[src/rtl/seg_pkg.sv]
// Shared constants for the seven-segment scanner: active-low glyphs and game-state encoding.
package seg_pkg;

    typedef enum logic [1:0] {
        GS_WELCOME   = 2'b00,
        GS_RUN       = 2'b01,
        GS_GAME_OVER = 2'b10,
        GS_JUMP      = 2'b11
    } game_state_e;

    localparam logic [6:0] GLYPH_DASH  = 7'b0111111;
    localparam logic [6:0] GLYPH_BLANK = 7'b1111111;

    // Segments g..a, active-low; codes 10..15 are not BCD and show a dash.
    localparam logic [6:0] GLYPH_TABLE [16] = '{
        7'b1000000, 7'b1111001, 7'b0100100, 7'b0110000,
        7'b0011001, 7'b0010010, 7'b0000010, 7'b1111000,
        7'b0000000, 7'b0010000, GLYPH_DASH, GLYPH_DASH,
        GLYPH_DASH, GLYPH_DASH, GLYPH_DASH, GLYPH_DASH
    };

endpackage

[src/rtl/seg_decode.sv]
// Combinational 4-bit value to active-low seven-segment glyph.
module seg_decode
    import seg_pkg::*;
(
    input  logic [3:0] value,
    output logic [6:0] glyph
);

    assign glyph = GLYPH_TABLE[value];

endmodule

[src/rtl/seg_scan.sv]
// Four-digit multiplexed seven-segment driver with frame snapshot, level DP and game-over blink.
// Optional leading-zero blanking is enabled with the SEG_LZB_EN macro.
module seg_scan
    import seg_pkg::*;
#(
    parameter int SCAN_DIV     = 50000,
    parameter int BLINK_FRAMES = 125
) (
    input  logic       clk,
    input  logic       clr_n,
    input  logic [3:0] num3_disp,
    input  logic [3:0] num2_disp,
    input  logic [3:0] num1_disp,
    input  logic [3:0] num0_disp,
    input  logic [1:0] level,
    input  logic [2:0] game_state,
    output logic [3:0] an,
    output logic [6:0] seg,
    output logic       dp
);

    localparam int SC_W = (SCAN_DIV > 1) ? $clog2(SCAN_DIV) : 1;
    localparam int FC_W = (BLINK_FRAMES > 1) ? $clog2(BLINK_FRAMES) : 1;

    logic [SC_W-1:0]      sc_q, sc_d;
    logic [1:0]           di_q, di_d;
    logic [FC_W-1:0]      fc_q, fc_d;
    logic                 bp_q, bp_d;
    logic [3:0][3:0]      snap_q, snap_d;
    logic [3:0]           an_q, an_d;
    logic [6:0]           seg_q, seg_d;
    logic                 dp_q, dp_d;

    logic                 sc_wrap, frame_wrap, fc_wrap;
    logic [6:0]           glyph;
    logic                 dp_hit, blank_slot, blink_off;
    logic                 unused_gs;

    assign unused_gs = game_state[2];

    seg_decode u_decode (
        .value (snap_q[di_q]),
        .glyph (glyph)
    );

    always_comb begin
        sc_wrap    = (sc_q == SC_W'(SCAN_DIV - 1));
        frame_wrap = sc_wrap && (di_q == 2'd3);
        fc_wrap    = frame_wrap && (fc_q == FC_W'(BLINK_FRAMES - 1));

        sc_d   = sc_wrap ? '0 : sc_q + SC_W'(1);
        di_d   = sc_wrap ? di_q + 2'd1 : di_q;
        snap_d = frame_wrap ? {num3_disp, num2_disp, num1_disp, num0_disp} : snap_q;
        fc_d   = frame_wrap ? (fc_wrap ? '0 : fc_q + FC_W'(1)) : fc_q;
        bp_d   = fc_wrap ? ~bp_q : bp_q;
    end

    always_comb begin
        dp_hit     = (di_q == level);
        blink_off  = (game_state[1:0] == GS_GAME_OVER) && !bp_q;
        blank_slot = 1'b0;
`ifdef SEG_LZB_EN
        case (di_q)
            2'd3:    blank_slot = (snap_q[3] == 4'd0);
            2'd2:    blank_slot = (snap_q[3] == 4'd0) && (snap_q[2] == 4'd0);
            2'd1:    blank_slot = (snap_q[3] == 4'd0) && (snap_q[2] == 4'd0) && (snap_q[1] == 4'd0);
            default: blank_slot = 1'b0;
        endcase
`endif

        an_d  = ~(4'b0001 << di_q);
        seg_d = glyph;
        dp_d  = ~dp_hit;

        // A blanked digit still lights its DP when it carries the level marker.
        if (blank_slot) begin
            seg_d = GLYPH_BLANK;
            if (!dp_hit) an_d = 4'b1111;
        end

        if (blink_off) begin
            an_d  = 4'b1111;
            seg_d = GLYPH_BLANK;
            dp_d  = 1'b1;
        end
    end

    always_ff @(posedge clk or negedge clr_n) begin
        if (!clr_n) begin
            sc_q   <= '0;
            di_q   <= 2'd0;
            fc_q   <= '0;
            bp_q   <= 1'b1;
            snap_q <= '0;
            an_q   <= 4'b1111;
            seg_q  <= GLYPH_BLANK;
            dp_q   <= 1'b1;
        end else begin
            sc_q   <= sc_d;
            di_q   <= di_d;
            fc_q   <= fc_d;
            bp_q   <= bp_d;
            snap_q <= snap_d;
            an_q   <= an_d;
            seg_q  <= seg_d;
            dp_q   <= dp_d;
        end
    end

    assign an  = an_q;
    assign seg = seg_q;
    assign dp  = dp_q;

endmodule

[config.mk]
export PLATFORM = sky130hd
export DESIGN_NAME = seg_scan
export DESIGN_NICKNAME = d
export VERILOG_FILES = /design/src/rtl/seg_pkg.sv /design/src/rtl/seg_decode.sv /design/src/rtl/seg_scan.sv
export SDC_FILE = /design/constraint.sdc
export NUM_CORES = 1
export LEC_CHECK = 0
export CELL_PAD_IN_SITES_DETAIL_PLACEMENT = 1
export CELL_PAD_IN_SITES_GLOBAL_PLACEMENT = 2
export CORE_MARGIN = 4
export CORE_UTILIZATION = 35
export CTS_BUF_LIST = sky130_fd_sc_hd__clkbuf_8
export DETAILED_ROUTE_END_ITERATION = 6
export PLACE_DENSITY_LB_ADDON = 0.12
export SLEW_MARGIN = 5
export SYNTH_ARGS = -nofsm -noshare
export SYNTH_HDL_FRONTEND = slang
export SYNTH_SLANG_ARGS = --single-unit
[constraint.sdc]
create_clock -name clk -period 2.8 [get_ports clk]
set_clock_uncertainty 0.05 [all_clocks]
set_input_delay 0.28 -clock clk [delete_from_list [all_inputs] [get_ports clk]]
set_output_delay 0.28 -clock clk [all_outputs]
set_load 0.02 [all_outputs]
# ---- Word-level counts from Yosys, hierarchy flattened
# Memories as Yosys holds them, arrays and structs flattened.
# Cells that the tools add are included.
dict set report classes {
  n_bitwise 4
  n_shift 1
  addsub 3
  magnitude_cmp 2
  reduce_logical 4
  eq_ne 5
  mux 9
}
# cell n
set op_table {}
lappend op_table {{$mux W7} 4}
lappend op_table {{$add A16 B1 Y16 const B} 1}
lappend op_table {{$eq A16 B16 Y1 const B} 1}
lappend op_table {{$mux W16} 1}
lappend op_table {{$bmux W4 S2} 1}
lappend op_table {{$mux W4} 2}
lappend op_table {{$add A7 B1 Y7 const B} 1}
lappend op_table {{$eq A7 B7 Y1 const B} 1}
lappend op_table {{$ge A5 B5 Y1 const B} 1}
lappend op_table {{$not A4 Y5} 1}
lappend op_table {{$eq A2 B2 Y1 const B} 2}
lappend op_table {{$not A4 Y4} 1}
lappend op_table {{$shl A1 B2 Y4 const A} 1}
lappend op_table {{$logic_and A1 B1 Y1} 3}
lappend op_table {{$lt A2 B3 Y1 const B} 1}
lappend op_table {{$add A2 B1 Y2 const B} 1}
lappend op_table {{$eq A2 B2 Y1} 1}
lappend op_table {{$not A1 Y1} 2}
lappend op_table {{$logic_not A1 Y1} 1}
lappend op_table {{$mux W1} 1}
dict set report totals {
  mem_bits_ro 112
  out_inout_bits 12
  mem_count 1
  wordCells 40
  ff_bits 54
  input_bits 23
}
# memory words width rd rd_ports_with_merged_regs wr line_no
set mem_list {}
lappend mem_list {{(name not given)} 16 7 1 0 0 seg_decode.sv:9} ;# assign glyph = GLYPH_TABLE[value];

# ---- Logic depth before layout (Yosys ltp)
dict set report logic_depth {
  depth_word 7
  ltp_mapped 8
  depth_no_buf 7
}

# ---- Modules after synthesis
# Synthesis repeated with hierarchy kept, for this count alone.
dict set report unflattened {
  hier_cells 262
  hier_area_um2 2650.0
}
# mod area_per_inst_um2 cells_each seq_area_each_um2 instances
set modules_own_cells {}
lappend modules_own_cells {seg_scan 2419.8 231 1367.6 1}
lappend modules_own_cells {seg_decode 230.2 31 0.0 1}

# ---- Least setup slack after synthesis
# No wires, ideal clock.
dict set report synth_timing {
  kind {register -> register}
  start {register di_q[0]}
  end {register seg_q[4], in the netlist seg[4]}
  path_stages_with_launch 9
  setup_time_ps 84
  path_buffers 1
  t_required_ps 2666
  period_less_slack_ps 1979
  slack_ps 821
  t_arrival_ps 1845
  path_cell_list {dfrtp_1 buf_2 mux4_2 inv_1 ha_1 inv_1 mux2_2 mux2i_1 nand2_1}
}
dict set report synth_between {
  elab_chain_cells 7
}
# element line_no
set synth_lines {}
lappend synth_lines {{start, declared} seg_scan.sv:26} ;# logic [1:0] di_q, di_d;
lappend synth_lines {{start signal, assigned} seg_scan.sv:100} ;# di_q <= di_d;
lappend synth_lines {{$bmux W4 S2} seg_scan.sv:42} ;# .value (snap_q[di_q]),
lappend synth_lines {{$mux W4 (implied by the code)} seg_scan.sv:42}
lappend synth_lines {{$not A4 Y5 (implied by the code)} seg_decode.sv:9}
lappend synth_lines {{$mem_v2 Z16 W7} n/a}
lappend synth_lines {{$mux W7 (implied by the code) (2 in series)} seg_decode.sv:9}
lappend synth_lines {{$mux W7} seg_scan.sv:81} ;# if (blink_off) begin
lappend synth_lines {{net seg_d[4]} seg_scan.sv:31} ;# logic [6:0] seg_q, seg_d;
lappend synth_lines {{end signal, assigned} seg_scan.sv:105} ;# seg_q <= seg_d;
lappend synth_lines {{end, declared} seg_scan.sv:31}
# The timed path passes the listed nets, and every way through them passes these cells. The select of a mux whose other input is x is not followed.
# A chain may end at the register's enable or synchronous reset.

# ---- Worst setup path in the final report
dict set report layout_timing {
  start {register sc_q[0]}
  end {register fc_q[5]}
}
dict set report layout_between {
  elab_chain_cells 4
}
# element line_no
set layout_lines {}
lappend layout_lines {{start, declared} seg_scan.sv:25} ;# logic [SC_W-1:0] sc_q, sc_d;
lappend layout_lines {{start signal, assigned} seg_scan.sv:90} ;# sc_q <= '0;
lappend layout_lines {{start signal, assigned} seg_scan.sv:99} ;# sc_q <= sc_d;
lappend layout_lines {{$eq A16 B16 Y1 *} seg_scan.sv:47} ;# sc_wrap = (sc_q == SC_W'(SCAN_DIV - 1));
lappend layout_lines {{$logic_and A1 B1 Y1 *} seg_scan.sv:48} ;# frame_wrap = sc_wrap && (di_q == 2'd3);
lappend layout_lines {{$logic_and A1 B1 Y1} seg_scan.sv:49} ;# fc_wrap = frame_wrap && (fc_q == FC_W'(BLINK_FRAMES - 1));
lappend layout_lines {{$mux W7} seg_scan.sv:54} ;# fc_d = frame_wrap ? (fc_wrap ? '0 : fc_q + FC_W'(1)) : fc_q;
lappend layout_lines {{end signal, assigned} seg_scan.sv:92} ;# fc_q <= '0;
lappend layout_lines {{end signal, assigned} seg_scan.sv:101} ;# fc_q <= fc_d;
lappend layout_lines {{end, declared} seg_scan.sv:27} ;# logic [FC_W-1:0] fc_q, fc_d;
# Every way passes the cells marked *; elsewhere a longest branch is shown, timed or not.

==> run metrics <==
Most used DFF post-synth dfrtp_1; asr flop ratio synth 100%; CTS tree built; row cnt 31; Area after DPL 3150 um^2; internal reg-to-reg setup slack 670 ps; Slew headroom 35.3%; Clk pin slew, worst setup/hold paths 100 ps; Chip Width 96.2 um; Via Count 1766; Fillers 804; later-pin clock latency in the skew report 300 ps; setup bufs post-CTS 0; Worst Setup Start Kind flip-flop; die area 9260 um^2; Post-Route M1 WL 2840 um; Remaining DRCs 0; final slew viol count 0; hpwl dp 4150 um; post-route cell area 3270 um^2; synthesized area per cell 12.3 um^2; combinational cell fraction of total power 8.8%; grt ovf 0; GRT Total Usage 14.0%; Worst setup EP type flip-flop; remaining antenna violation count 0; # nets final 294; first-pass GRT wire length 9980 um; outcome finished clean; clock share of power 36.5%; Non-Filler Instances 358; initial antenna violation count 0; Largest stage delay, worst path 540 ps; max-cap violations 0; Post-synth EDFFs 0; FF-to-FF End fc_q[5]; gpl congestion 0.747; Pint 1170 uW; first-pass detailed-route iteration total 4; min cycle time layout 2130 ps; unrepaired setup endpoints after global routing false; total core area 7410 um^2; slowest cell on the critical path o41ai_1; Gate Count Post-Synth 221; Resized cells post-CTS 0; Hold Slack 62.9 ps; Seq cells post-synth 54; number of antenna repair diodes 0; Sw Share 21.8%; Cell Area, Synth 2720 um^2; met2 wire length 2500 um; starting density of the core 36.8%; post-DR wirelength/cell 15.7 um; crit-path cells ha_1, and3_1, nand4_1, o41ai_1, o41ai_2; HP Class in2async; Vias per Instance 4.93; setup_tns 0 ps; clock root cell clkbuf_8; kind of critical path reg2reg; worst flop-to-flop path startpoint sc_q[0]; Seq/Total Area, Yosys 50.2%; count of input and output buffers 33; switching power 327 uW; Final Hold Viols 0; Met3 Wirelength 262 um; vias in the first global route 1940; Area growth syn-to-layout 19.9%; Inst Count DP 350; Clock Path Buffers 2; final setup fails 0; reg2reg path depth 5; total clock sinks 54; CTS Buf Count 5; post-synth net total 257; Arr. time, crit path 2250 ps; share of cells above drive strength 1 20.8%; 1st-iter DRT viols 40; largest net degree at the start of global routing 43; final core occ 44.1%; Die H 96.2 um; I/O Pins 35; Hold Buf Count CTS 0; Sequential Power Share 54.7%; worst vdd ir 211 uV; maximum operating frequency 470 MHz; DRT Wirelength 5640 um; Slew @ Worst Pin 970 ps; WP data required 2930 ps; CP max FO 7; Max Used Layer met4; Leak 0.00138 uW; Warnings, synthesis 0; H-tree Lvls 2; Power Dens Cells 458 nW/um^2; post-synth cell types 43; period utilisation layout 76.0%
## per-layer routing
metal | vias to the layer above | track usage [%]
met3 | 2 | 3.28
li1 | 858 | -
met5 | - | 0
met2 | 30 | 20.9
met1 | 876 | 20.4
met4 | 0 | 3.55
## power groups by stage
stage	Sequential [uW]	Clock, uW	Combinational (uW)
finish	819	546	132
global route	822	608	147
CTS	820	567	136
detailed placement	834	0	135
global placement	833	0	134
floorplan	846	0	44.7
## cell usage in the layout, fill, tap and decap left out, types with 2 or more instances in the layout
| cell | instances |
|---|---|
| buf_4 | 3 |
| and2_1 | 5 |
| nand4_1 | 6 |
| nor3_1 | 3 |
| o31ai_1 | 6 |
| dfstp_2 | 13 |
| mux2_2 | 4 |
| clkbuf_8 | 6 |
| mux2i_1 | 3 |
| inv_1 | 13 |
| o41ai_1 | 2 |
| ha_1 | 13 |
| mux4_2 | 4 |
| nand3_1 | 8 |
| and4_1 | 2 |
| xor2_1 | 6 |
| nor4_1 | 3 |
| mux2_4 | 13 |
| clkdlybuf4s50_1 | 32 |
| nand2_1 | 12 |
| a21oi_1 | 4 |
| o41ai_2 | 2 |
| dfrtp_1 | 41 |
| nand2b_1 | 2 |
| nor2_1 | 15 |
| xnor2_1 | 11 |
| o21ai_0 | 9 |
## critical path, delay by kind of cell (launching register included)
family	cells	cell delay, ps
adders and majority gates	1	230
and+or+nand+nor	2	620
DFF	1	430
AOI/OAI and AO/OA	2	670
## cells by family (layout without fill, tap and decap cells)
kind of cell / after synthesis / in the layout / synth area share, %
compound gates: 27 / 27 / 6.98
flops: 54 / 54 / 50.2
buf+inv: 18 / 56 / 3.31
xor+xnor: 17 / 17 / 5.47
simple gates: 68 / 68 / 14.8
mux: 24 / 24 / 13.2
fa+ha+maj: 13 / 13 / 5.97
## through the flow
stage | worst slack (ps) | power (uW)
2_1_floorplan | 821 | 890
3_3_place_gp | 709 | 967
3_5_place_dp | 651 | 969
4_1_cts | 637 | 1520
5_1_grt | 440 | 1580
6_report | 672 | 1500
## cell usage after synthesis, drive strengths merged (4+ instances only)
| library cell | n | area share [%] |
|---|---|---|
| dfrtp | 41 | 38 |
| mux2 | 17 | 8.8 |
| nor2 | 15 | 2.1 |
| nand2 | 14 | 2.3 |
| dfstp | 13 | 13 |
| ha | 13 | 6.0 |
| inv | 12 | 1.7 |
| xnor2 | 11 | 3.5 |
| o21ai | 10 | 1.8 |
| nand3 | 9 | 2.1 |
| buf | 6 | 1.7 |
| nand4 | 6 | 1.4 |
| o31ai | 6 | 1.7 |
| xor2 | 6 | 1.9 |
| and2 | 5 | 1.1 |
| a21oi | 4 | 0.73 |
| mux4 | 4 | 3.3 |
| nor4 | 4 | 1.1 |
| o41ai | 4 | 1.8 |
## how the worst max path moves through the flow
stage / from / end / slack, ps / depth (start not counted)
2_1_floorplan: di_q[0] / seg[4] / 820 / 8
3_3_place_gp: sc_q[0] / fc_q[5] / 710 / 5
6_report: sc_q[0] / fc_q[5] / 670 / 5
4_1_cts: sc_q[0] / fc_q[5] / 640 / 5
5_1_grt: sc_q[0] / fc_q[6] / 440 / 5
3_5_place_dp: sc_q[0] / fc_q[5] / 650 / 5
## sequential cells by signal, indices dropped and copies added, names as in the netlist
register / cells
di_q: 2
sc_q: 16
fc_q: 7
dp: 1
seg: 7
snap_q: 16
bp_q: 1
an: 4
## area by class of cell
| cell class | count | area, um^2 | share of cell area (%) |
|---|---|---|---|
| Sequential cell | 54 | 1370 | 41.9 |
| Multi-Input combinational cell | 149 | 1270 | 38.8 |
| Timing Repair Buffer | 36 | 348 | 10.6 |
| Tap cell | 99 | 124 | 3.79 |
| Clock buffer | 6 | 82.6 | 2.53 |
| Inverter | 12 | 45.0 | 1.38 |
| Clock inverter | 2 | 33.8 | 1.03 |
No activity file was read; power rests on OpenSTA's default activity.
